$ cat src/rtl/inst_fetch.sv
// Instruction fetch: holds the PC, issues word fetches, latches the returned word into the IR for decode.
// Latency: request in REQ, response in WAIT (1+ cycles), IR valid in HOLD; best case one instruction every 3 cycles.
// Backpressure: imem_req_ready stalls in REQ, id_ready stalls in HOLD; redirect overrides both and kills wrong-path data.
module inst_fetch #(
  parameter logic [31:0] RESET_PC = 32'h0000_0000
) (
  input  logic        clk,
  input  logic        rst_n,
  output logic        imem_req_valid,
  input  logic        imem_req_ready,
  output logic [31:0] imem_addr,
  input  logic        imem_resp_valid,
  input  logic [31:0] imem_resp_data,
  input  logic        redirect_valid,
  input  logic [31:0] redirect_pc,
  output logic        id_valid,
  input  logic        id_ready,
  output logic [31:0] id_instr,
  output logic [31:0] id_pc,
  output logic [5:0]  id_op,
  output logic [4:0]  id_rs,
  output logic [4:0]  id_rt,
  output logic [4:0]  id_rd,
  output logic [5:0]  id_funct
);

  typedef enum logic [1:0] {
    IDLE = 2'd0,
    REQ  = 2'd1,
    WAIT = 2'd2,
    HOLD = 2'd3
  } state_t;

  state_t      state;
  state_t      state_nxt;
  logic [31:0] pc;
  logic [31:0] pc_req;
  logic        kill;

  logic        req_fire;
  logic        resp_take;
  logic [31:0] redirect_pc_al;

  // A request is issued whenever REQ meets ready, even if a redirect lands in the same cycle.
  assign req_fire       = (state == REQ) && imem_req_ready;
  // Response goes to the IR only when it belongs to the current path.
  assign resp_take      = (state == WAIT) && imem_resp_valid && !kill && !redirect_valid;
  assign redirect_pc_al = {redirect_pc[31:2], 2'b00};

  // State register.
  always_ff @(posedge clk or negedge rst_n) begin
    if (!rst_n) state <= IDLE;
    else        state <= state_nxt;
  end

  // Next-state logic; redirect outranks every other event.
  always_comb begin
    state_nxt = state;
    case (state)
      IDLE: state_nxt = REQ;
      REQ:  if (imem_req_ready) state_nxt = WAIT;
      WAIT: begin
        if (imem_resp_valid) state_nxt = (kill || redirect_valid) ? REQ : HOLD;
      end
      HOLD: if (redirect_valid || id_ready) state_nxt = REQ;
      default: state_nxt = IDLE;
    endcase
  end

  // Outputs decoded from state; id_valid is suppressed while a redirect discards the IR.
  always_comb begin
    imem_req_valid = (state == REQ);
    id_valid       = (state == HOLD) && !redirect_valid;
  end

  // PC, in-flight request address and kill flag.
  always_ff @(posedge clk or negedge rst_n) begin
    if (!rst_n) begin
      pc     <= RESET_PC;
      pc_req <= RESET_PC;
      kill   <= 1'b0;
    end else begin
      if (redirect_valid)  pc <= redirect_pc_al;
      else if (req_fire)   pc <= pc + 32'd4;
      if (req_fire)        pc_req <= pc;
      if (req_fire && redirect_valid) begin
        kill <= 1'b1;
      end else if (state == WAIT) begin
        if (imem_resp_valid)     kill <= 1'b0;
        else if (redirect_valid) kill <= 1'b1;
      end
    end
  end

  // Instruction register and its fetch address; held until the next accepted response.
  always_ff @(posedge clk or negedge rst_n) begin
    if (!rst_n) begin
      id_instr <= 32'h0;
      id_pc    <= 32'h0;
    end else if (resp_take) begin
      id_instr <= imem_resp_data;
      id_pc    <= pc_req;
    end
  end

  assign imem_addr = pc;
  assign id_op     = id_instr[31:26];
  assign id_rs     = id_instr[25:21];
  assign id_rt     = id_instr[20:16];
  assign id_rd     = id_instr[15:11];
  assign id_funct  = id_instr[5:0];

endmodule
$ cat config.mk
export PLATFORM = sky130hd
export DESIGN_NAME = inst_fetch
export DESIGN_NICKNAME = d
export VERILOG_FILES = /design/src/rtl/inst_fetch.sv
export SDC_FILE = /design/constraint.sdc
export NUM_CORES = 1
export LEC_CHECK = 0
export CAP_MARGIN = 5
export CELL_PAD_IN_SITES_DETAIL_PLACEMENT = 0
export CELL_PAD_IN_SITES_GLOBAL_PLACEMENT = 1
export CORE_ASPECT_RATIO = 2
export CORE_MARGIN = 2
export CORE_UTILIZATION = 37
export DETAILED_ROUTE_END_ITERATION = 8
export PLACE_DENSITY = 0.87
export SYNTH_ARGS = -nofsm -noshare
export SYNTH_HDL_FRONTEND = slang
export SYNTH_SLANG_ARGS = --single-unit
$ cat constraint.sdc
create_clock -name clk -period 3.7 [get_ports clk]
set_input_delay 0.555 -clock clk [delete_from_list [all_inputs] [get_ports clk]]
set_output_delay 0.555 -clock clk [all_outputs]
set_load 0.01 [all_outputs]
Yosys cells after proc, flatten, opt, wreduce, memory -nomap -nowiden
Index checks and enable logic that the tools add are counted.

cells by class
  add/sub/neg operators = 1
  equal/unequal tests = 6
  muxes and demuxes = 11
  reductions and logical operators = 16

operators with widths
  kind                     number
  $mux W32                 2
  $add A32 B3 Y32 const B  1
  $mux W2                  4
  $pmux W2 S4              1
  $logic_and A1 B1 Y1      6
  $eq A2 B2 Y1 const B     2
  $mux W1                  4
  $ne A2 B2 Y1 const B     2
  $reduce_bool A2 Y1       2
  $reduce_and A3 Y1        1
  $reduce_bool A3 Y1       1
  $eq A2 B1 Y1 const B     1
  $logic_not A1 Y1         2
  $logic_not A2 Y1         1
  $logic_or A1 B1 Y1       2
  $ne A2 B1 Y1 const B     1
  $reduce_and A2 Y1        1

word-level totals
  register bits = 131
  input port bits = 70
  output and inout port bits = 125
  logic and storage cells = 40

Logic depth before layout (Yosys ltp)
Gate-level depths: netlist (run 1).

  depth after elaboration = 5
  gate-level depth with buffers = 8
  gate-level depth less buffers = 6

Least setup slack after synthesis (run 1)
No wires, ideal clock.

  path type = flip-flop to flip-flop
  from = register state[1]
  to = register pc[30] (netlist: imem_addr[30])
  library setup time = 0.082 ns
  arrival time = 2.209 ns
  required time = 3.618 ns
  setup slack = 1.409 ns
  stages on the path, launching flop included = 8
  buffers on the path = 1
  clock period less this slack = 2.291 ns
  cells stage by stage = dfrtp_1 > inv_1 > ha_1 > buf_2 > nand4_2 > or4_1 > or4_1 > a31oi_1

on the way
  longest elaborated chain between the ends = 3

RTL lines
  item                                 RTL line  RTL
  start, declared                      34        state_t state;
  start signal, assigned               53        else state <= state_nxt;
  $eq A2 B1 Y1                         n/a
  via imem_req_valid                   9         output logic imem_req_valid,
  $logic_and A1 B1 Y1                  45        assign req_fire = (state == REQ) && imem_req_ready;
  $reduce_bool A2 Y1 (no source line)  n/a
  end signal, assigned                 83        if (redirect_valid) pc <= redirect_pc_al;
  end signal, assigned                 84        else if (req_fire) pc <= pc + 32'd4;
  end, declared                        36        logic [31:0] pc;

The timed path passes the listed nets, and every way through them passes these cells.
A chain may end at the register's enable or synchronous reset.

Worst setup path after layout (run 1)
  from = register state[1]
  to = register pc[22] (netlist: imem_addr[22])

on the way
  longest elaborated chain between the ends = 3

RTL lines
  item                                 RTL line
  $eq A2 B1 Y1                         45
  $logic_and A1 B1 Y1                  45
  $reduce_bool A2 Y1 (no source line)  n/a

Every way passes these cells.

==> flow_summary.json, run 1 <==
{
  "outcome": "finished, final reports clean",
  "htree_levels": 4,
  "multi_input_area_um2": 2130,
  "clk_latency_ps": 420,
  "initial_core_util_pct": 38.0,
  "cp_data_arrival_time_ps": 2880,
  "clock-sinks": 125,
  "slew_viol_final": 0,
  "synth.top_cells.by_area": "dfrtp_1 56%, mux2_2 13%, nand2_1 6.9%, buf_4 4.1%, or4_1 2.4%",
  "ys_seq_area_share_pct": 55.6,
  "clock.fmax_mhz": 393,
  "peakVddDrop_mv": 0.415,
  "wirelength_mm": 15.8,
  "fin_tns_setup_ps": 0,
  "startpoint_type": "flip-flop",
  "finClkSkew_ps": 8.67,
  "finalCritPeriodShare_pct": 68.8,
  "path_buf_inv": 1,
  "maxSlewHeadroom_pct": 49.0,
  "drive_gt1_share_pct": 16.5,
  "syn_inst": 517,
  "clock-root-buffer": "clkbuf_16",
  "synth.cell_area_um2": 5630,
  "grt_overflow": 0,
  "synth_cell_type_count": 38,
  "cts_resized": 0,
  "leakage_nw": 3.52,
  "power_w": 0.00590,
  "hpwl_mm": 11.6,
  "r2r-end": "imem_addr[22]$_DFFE_PN0P_",
  "slowest_delay_ps": 630,
  "synth.top_cell.area_share_pct": 55.6,
  "worstMarginPinSlew_ps": 764,
  "slowest_stage": "or4b_2",
  "io_pins": 195,
  "drv_cap": 0,
  "routed-via-count": 4448,
  "grt_pass1_wl_mm": 25.2,
  "dr.pass1.iters": 4,
  "synth_flop_cell": "dfrtp_1",
  "ant_nets": 0,
  "cp_cell_sequence": "inv_1, ha_1, nand4_2, nor4_1, or4b_2, a31oi_1",
  "crit_required_ps": 4040,
  "min_path_type": "input port to asynchronous set/reset pin",
  "synth_seq_cells": 125,
  "post_cts_buffers": 0,
  "design.core.area_um2": 14800,
  "startpoint": "state[1]$_DFFE_PN0P_",
  "holdWs_ps": 184,
  "grt_pass1_vias": 4876,
  "period_needed_ps": 2550,
  "drt_iter0_drc": 238,
  "synth-edff-count": 0,
  "synth_warnings": 0,
  "die_w_um": 91.2,
  "timing.final.ws_setup_ps": 1150,
  "async_reset_ff_share_pct": 100,
  "place.gp.congestion": 0.816,
  "finalSetupViolCount": 0,
  "fill_cells": 1348,
  "die_area_um2": 16300,
  "clk_pin_slew_ps": 60,
  "grt_max_degree": 83,
  "synth_area_leader_cell": "dfrtp_1",
  "wl_per_cell_um": 17.8,
  "seq_area_um2": 3130,
  "power_density_nw_per_um2": 727,
  "clk_path_buf_depth": 2,
  "path_max_fanout": 10,
  "rr_worst_depth": 6,
  "via_per_inst": 5.01,
  "antenna_found_initial": 1,
  "dieHeight_um": 178,
  "syn2layout_area_growth_pct": 44.2,
  "drc": 0,
  "synth.most_common_cell": "dfrtp_1",
  "cts_buffers": 17,
  "rsz0062_at_grt": "false",
  "end_kind": "flip-flop",
  "io_buffers": 188,
  "nets": 752,
  "track_usage_pct": 20.0,
  "fp-row-count": 63,
  "critPathKind": "flip-flop to flip-flop",
  "synth_common_cells": "125 x dfrtp_1, 104 x nand2_1, 63 x mux2_2",
  "reg2reg_slack_ps": 1150,
  "hold_viol": 0,
  "reg2reg_from": "state[1]$_DFFE_PN0P_",
  "syn_avg_cell_area_um2": 10.9,
  "cts_tree": "done",
  "post-route-util_pct": 54.7,
  "place_ws_ps": 852,
  "crit_family": "simple AND/OR/NAND/NOR gates",
  "hold_buffers": 0
}
where the power goes:
part	internal, W	switching [W]
logic	0.00118	0.000852
clock network	0.00102	0.000656
registers	0.00185	0.000339
total	0.00405	0.00185
state kept, by name, summed over array words and instances (netlist names):
name       cells
kill           1
state          2
id_pc         30
id_instr      32
pc_req        30
imem_addr     30
logic make-up (layout without fill, tap and decap cells):
kind of cell	count (synthesis)	count (layout)	synth area share [%]
simple gates	186	186	15.8
fa+ha+maj	4	4	0.890
buf+inv	69	240	6.76
xor+xnor	10	10	1.56
other cells	1	6	0.0666
mux	65	65	13.0
compound gates	57	57	6.34
flops	125	125	55.6
how the worst max path moves through the flow:
stage / depth (start not counted) / slack, ps / endpoint
detailed placement: 5 / 850 / imem_addr[22]$_DFFE_PN0P_
finish: 6 / 1150 / imem_addr[22]$_DFFE_PN0P_
floorplan: 7 / 1410 / imem_addr[30]$_DFFE_PN0P_
global route: 6 / 1010 / imem_addr[28]$_DFFE_PN0P_
CTS: 6 / 1130 / imem_addr[22]$_DFFE_PN0P_
global placement: 5 / 920 / imem_addr[30]$_DFFE_PN0P_
layer usage:
metal	vias up	wire length, µm	GRT usage (%)
met5	-	0	0
li1	2090	-	-
met1	2203	5740	20.9
met3	29	574	3.89
met2	126	8980	37.2
met4	0	517	10.6
placed cells by master, fill, tap and decap left out, drive strengths merged:
cell             n
o41ai            2
nand2          104
and3             1
a21o             1
buf             11
ha               4
dfrtp          125
a21oi            3
nor4             4
a31oi           19
clkinv           5
bufinv           2
nor2            23
mux2i            2
nor3             3
or4             18
and4             1
nand4           11
nand2b           1
clkbuf          18
mux2            63
xor2             2
clkinvlp         1
nand3            9
and2             1
diode            2
clkdlybuf4s50  187
or3              4
inv             16
nand3b           1
conb             4
nor2b            1
o31ai           15
xnor2            8
o21ai           17
or2              2
or4b             2
through the flow:
stage	area, µm²	cells
global placement	7510	854
floorplan	5640	520
CTS	8110	886
finish	8110	888
detailed placement	7510	854
global route	8110	887
cell type report:
cell class,count,area share [%]
tap,195,3.01
timing repair buffer,198,24.3
clock buffer,18,5.41
multi-input combinational,326,26.3
inverter,10,0.463
antenna,2,0.0617
sequential,125,38.6
clock inverter,14,1.93
Note: power is estimated with default switching activity, not from simulation.
==> run 2, diff against run 1 <==
--- a/config.mk
+++ b/config.mk
@@ -10,9 +10,9 @@
 export CELL_PAD_IN_SITES_GLOBAL_PLACEMENT = 1
 export CORE_ASPECT_RATIO = 2
 export CORE_MARGIN = 2
-export CORE_UTILIZATION = 37
+export CORE_UTILIZATION = 34
 export DETAILED_ROUTE_END_ITERATION = 8
-export PLACE_DENSITY = 0.87
+export PLACE_DENSITY = 0.81
 export SYNTH_ARGS = -nofsm -noshare
 export SYNTH_HDL_FRONTEND = slang
 export SYNTH_SLANG_ARGS = --single-unit
==> constraint.sdc (replaced) <==
create_clock -name clk -period 2.59 [get_ports clk]
set_input_delay 0.3885 -clock clk [delete_from_list [all_inputs] [get_ports clk]]
set_output_delay 0.3885 -clock clk [all_outputs]
set_load 0.01 [all_outputs]
==> run 2 against run 1 <==
Global-route usage decreased by 0.86 points; die area is 8.5% higher; sequential cell count is the same; first-iteration DRC count up 13%; non-clock buffer count increased by 13; clock power is 46% higher; register-to-register slack got worse by 920 ps.
==> flow_summary.json, run 2 (synthesis gave the netlist of run 1 again) <==
{
  "cts_resized": 0,
  "design.core.area_um2": 16300,
  "end_kind": "flip-flop",
  "path_buf_inv": 1,
  "hold_viol": 0,
  "crit_family": "simple AND/OR/NAND/NOR gates",
  "holdWs_ps": 473,
  "power_frac_comb_pct": 34.5,
  "dieHeight_um": 186,
  "place.gp.congestion": 0.804,
  "dp.cells": 875,
  "finalCritPeriodShare_pct": 90.8,
  "p_switching_w": 0.00263,
  "fin_cells": 909,
  "final_cell_mix": "187 x clkdlybuf4s50_1, 125 x dfrtp_1, 104 x nand2_1",
  "post_cts_buffers": 0,
  "die_area_um2": 17700,
  "cts_tree": "done",
  "maxSlewHeadroom_pct": 65.2,
  "grt_pass1_vias": 4805,
  "wl_per_cell_um": 17.7,
  "cts_buffers": 17,
  "largest_register_ffs": 32,
  "min_path_type": "flip-flop to flip-flop",
  "clk_pin_slew_ps": 60,
  "grt_max_degree": 54,
  "slowest_stage": "or4_1",
  "period_needed_ps": 2350,
  "outcome": "finished, final reports clean",
  "via_per_inst": 4.94,
  "drt_iter0_drc": 269,
  "clock.fmax_mhz": 425,
  "io_buffers": 188,
  "nets": 765,
  "p_sw_share_pct": 30.9,
  "ant_nets": 0,
  "dr.pass1.iters": 5,
  "track_usage_pct": 19.1,
  "largest-register": "id_instr",
  "fin_tns_setup_ps": 0,
  "critPathKind": "flip-flop to flip-flop",
  "clock-sinks": 125,
  "grt_pass1_wl_mm": 25.3,
  "cp_cell_sequence": "inv_1, ha_1, nand3_1, or4_1, or4_1, a31oi_1",
  "finalSetupViolCount": 0,
  "leakage_nw": 3.60,
  "peakVddDrop_mv": 0.659,
  "power_density_nw_per_um2": 1030,
  "io_pins": 195,
  "post-route-util_pct": 50.8,
  "path_max_fanout": 8,
  "rsz0062_at_grt": "false",
  "wirelength_mm": 16.1,
  "place_ws_ps": 92.0,
  "initial_core_util_pct": 34.6,
  "slew_viol_final": 0,
  "routed-via-count": 4493,
  "cpMostUsedCell": "or4_1",
  "antenna_found_initial": 1,
  "htree_levels": 4,
  "cp_data_arrival_time_ps": 2680,
  "crit_required_ps": 2920,
  "timing.final.ws_setup_ps": 237,
  "clk_latency_ps": 420,
  "die_w_um": 95.0,
  "grt_overflow": 0,
  "syn2layout_area_growth_pct": 46.8,
  "drv_cap": 0,
  "slowest_delay_ps": 640,
  "worstMarginPinSlew_ps": 521,
  "p_int_w": 0.00589,
  "drive_gt1_share_pct": 17.9,
  "final_common_cell": "clkdlybuf4s50_1",
  "finClkSkew_ps": 11.2,
  "p_clk_share_pct": 28.9,
  "hpwl_mm": 11.8,
  "fp-row-count": 66,
  "p_seq_share_pct": 36.6,
  "fill_cells": 1491,
  "drc": 0,
  "clock-root-buffer": "clkbuf_16",
  "clk_path_buf_depth": 2,
  "reg2reg_slack_ps": 240,
  "startpoint_type": "flip-flop"
}
-- run 2: cell types whose count changed in the layout (fill, tap and decap cells not counted), sizes merged --
| cell | change |
|---|---|
| diode | -1 |
| bufinv | +1 |
| clkinv | +2 |
| clkbuf | -1 |
| inv | -2 |
| dlygate4sd3 | +1 |
| buf | +12 |
-- run 2: final timing paths --
check                                        from                        end  cells after the start
max reg2reg                  state[1]$_DFFE_PN0P_  imem_addr[27]$_DFFE_PN0P_                      6
max                          state[1]$_DFFE_PN0P_  imem_addr[27]$_DFFE_PN0P_                      6
min                        pc_req[28]$_DFFE_PN0P_     pc_req[28]$_DFFE_PN0P_                      2
min in group asynchronous                   rst_n  imem_addr[11]$_DFFE_PN0P_                      2
min reg2reg                pc_req[28]$_DFFE_PN0P_     pc_req[28]$_DFFE_PN0P_                      2
max in group asynchronous                   rst_n   id_instr[17]$_DFFE_PN0P_                      3
-- run 2: routing by layer --
layer | part of all wire [%] | global-route usage (%)
met4 | 2.3 | 8.93
met2 | 58 | 35.4
met3 | 4.6 | 4.53
met5 | 0 | 0
met1 | 35 | 19.7
-- run 2: worst min-delay path: stages, from the launching register on --
cell and delay (ps):
dfrtp_1 340, nand2_1 50, nand2_1 50
-- run 2: area by class of cell --
cell class	instances	area, µm²	share of cell area, %
clock inverter	15	186	2.26
inverter	10	37.5	0.454
multi-input combinational	326	2130	25.8
timing repair buffer	211	2100	25.4
sequential	125	3130	37.9
clock buffer	17	425	5.15
antenna	1	2.50	0.0303
tap	204	255	3.09
-- run 2: power by group through the flow --
| stage | clock, W | combinational (W) | sequential, W |
|---|---|---|---|
| floorplan | 0 | 0.00128 | 0.00324 |
| global placement | 0 | 0.00293 | 0.00311 |
| detailed placement | 0 | 0.00298 | 0.00316 |
| CTS | 0.00252 | 0.00300 | 0.00313 |
| global route | 0.00261 | 0.00320 | 0.00322 |
| finish | 0.00246 | 0.00294 | 0.00312 |
-- run 2: what timing repair did --
| item | in CTS | in global routing |
|---|---|---|
| endpoints found under the setup margin | 0 | 0 |
| endpoints found under the hold margin | 50 | 0 |
| hold buffers | 1 | 0 |
-- run 2: per-stage QoR --
| step | instance area [µm²] | power, W |
|---|---|---|
| finish | 8260 | 0.00852 |
| global placement | 7640 | 0.00604 |
| floorplan | 5640 | 0.00453 |
| global route | 8260 | 0.00903 |
| CTS | 8260 | 0.00864 |
| detailed placement | 7640 | 0.00614 |
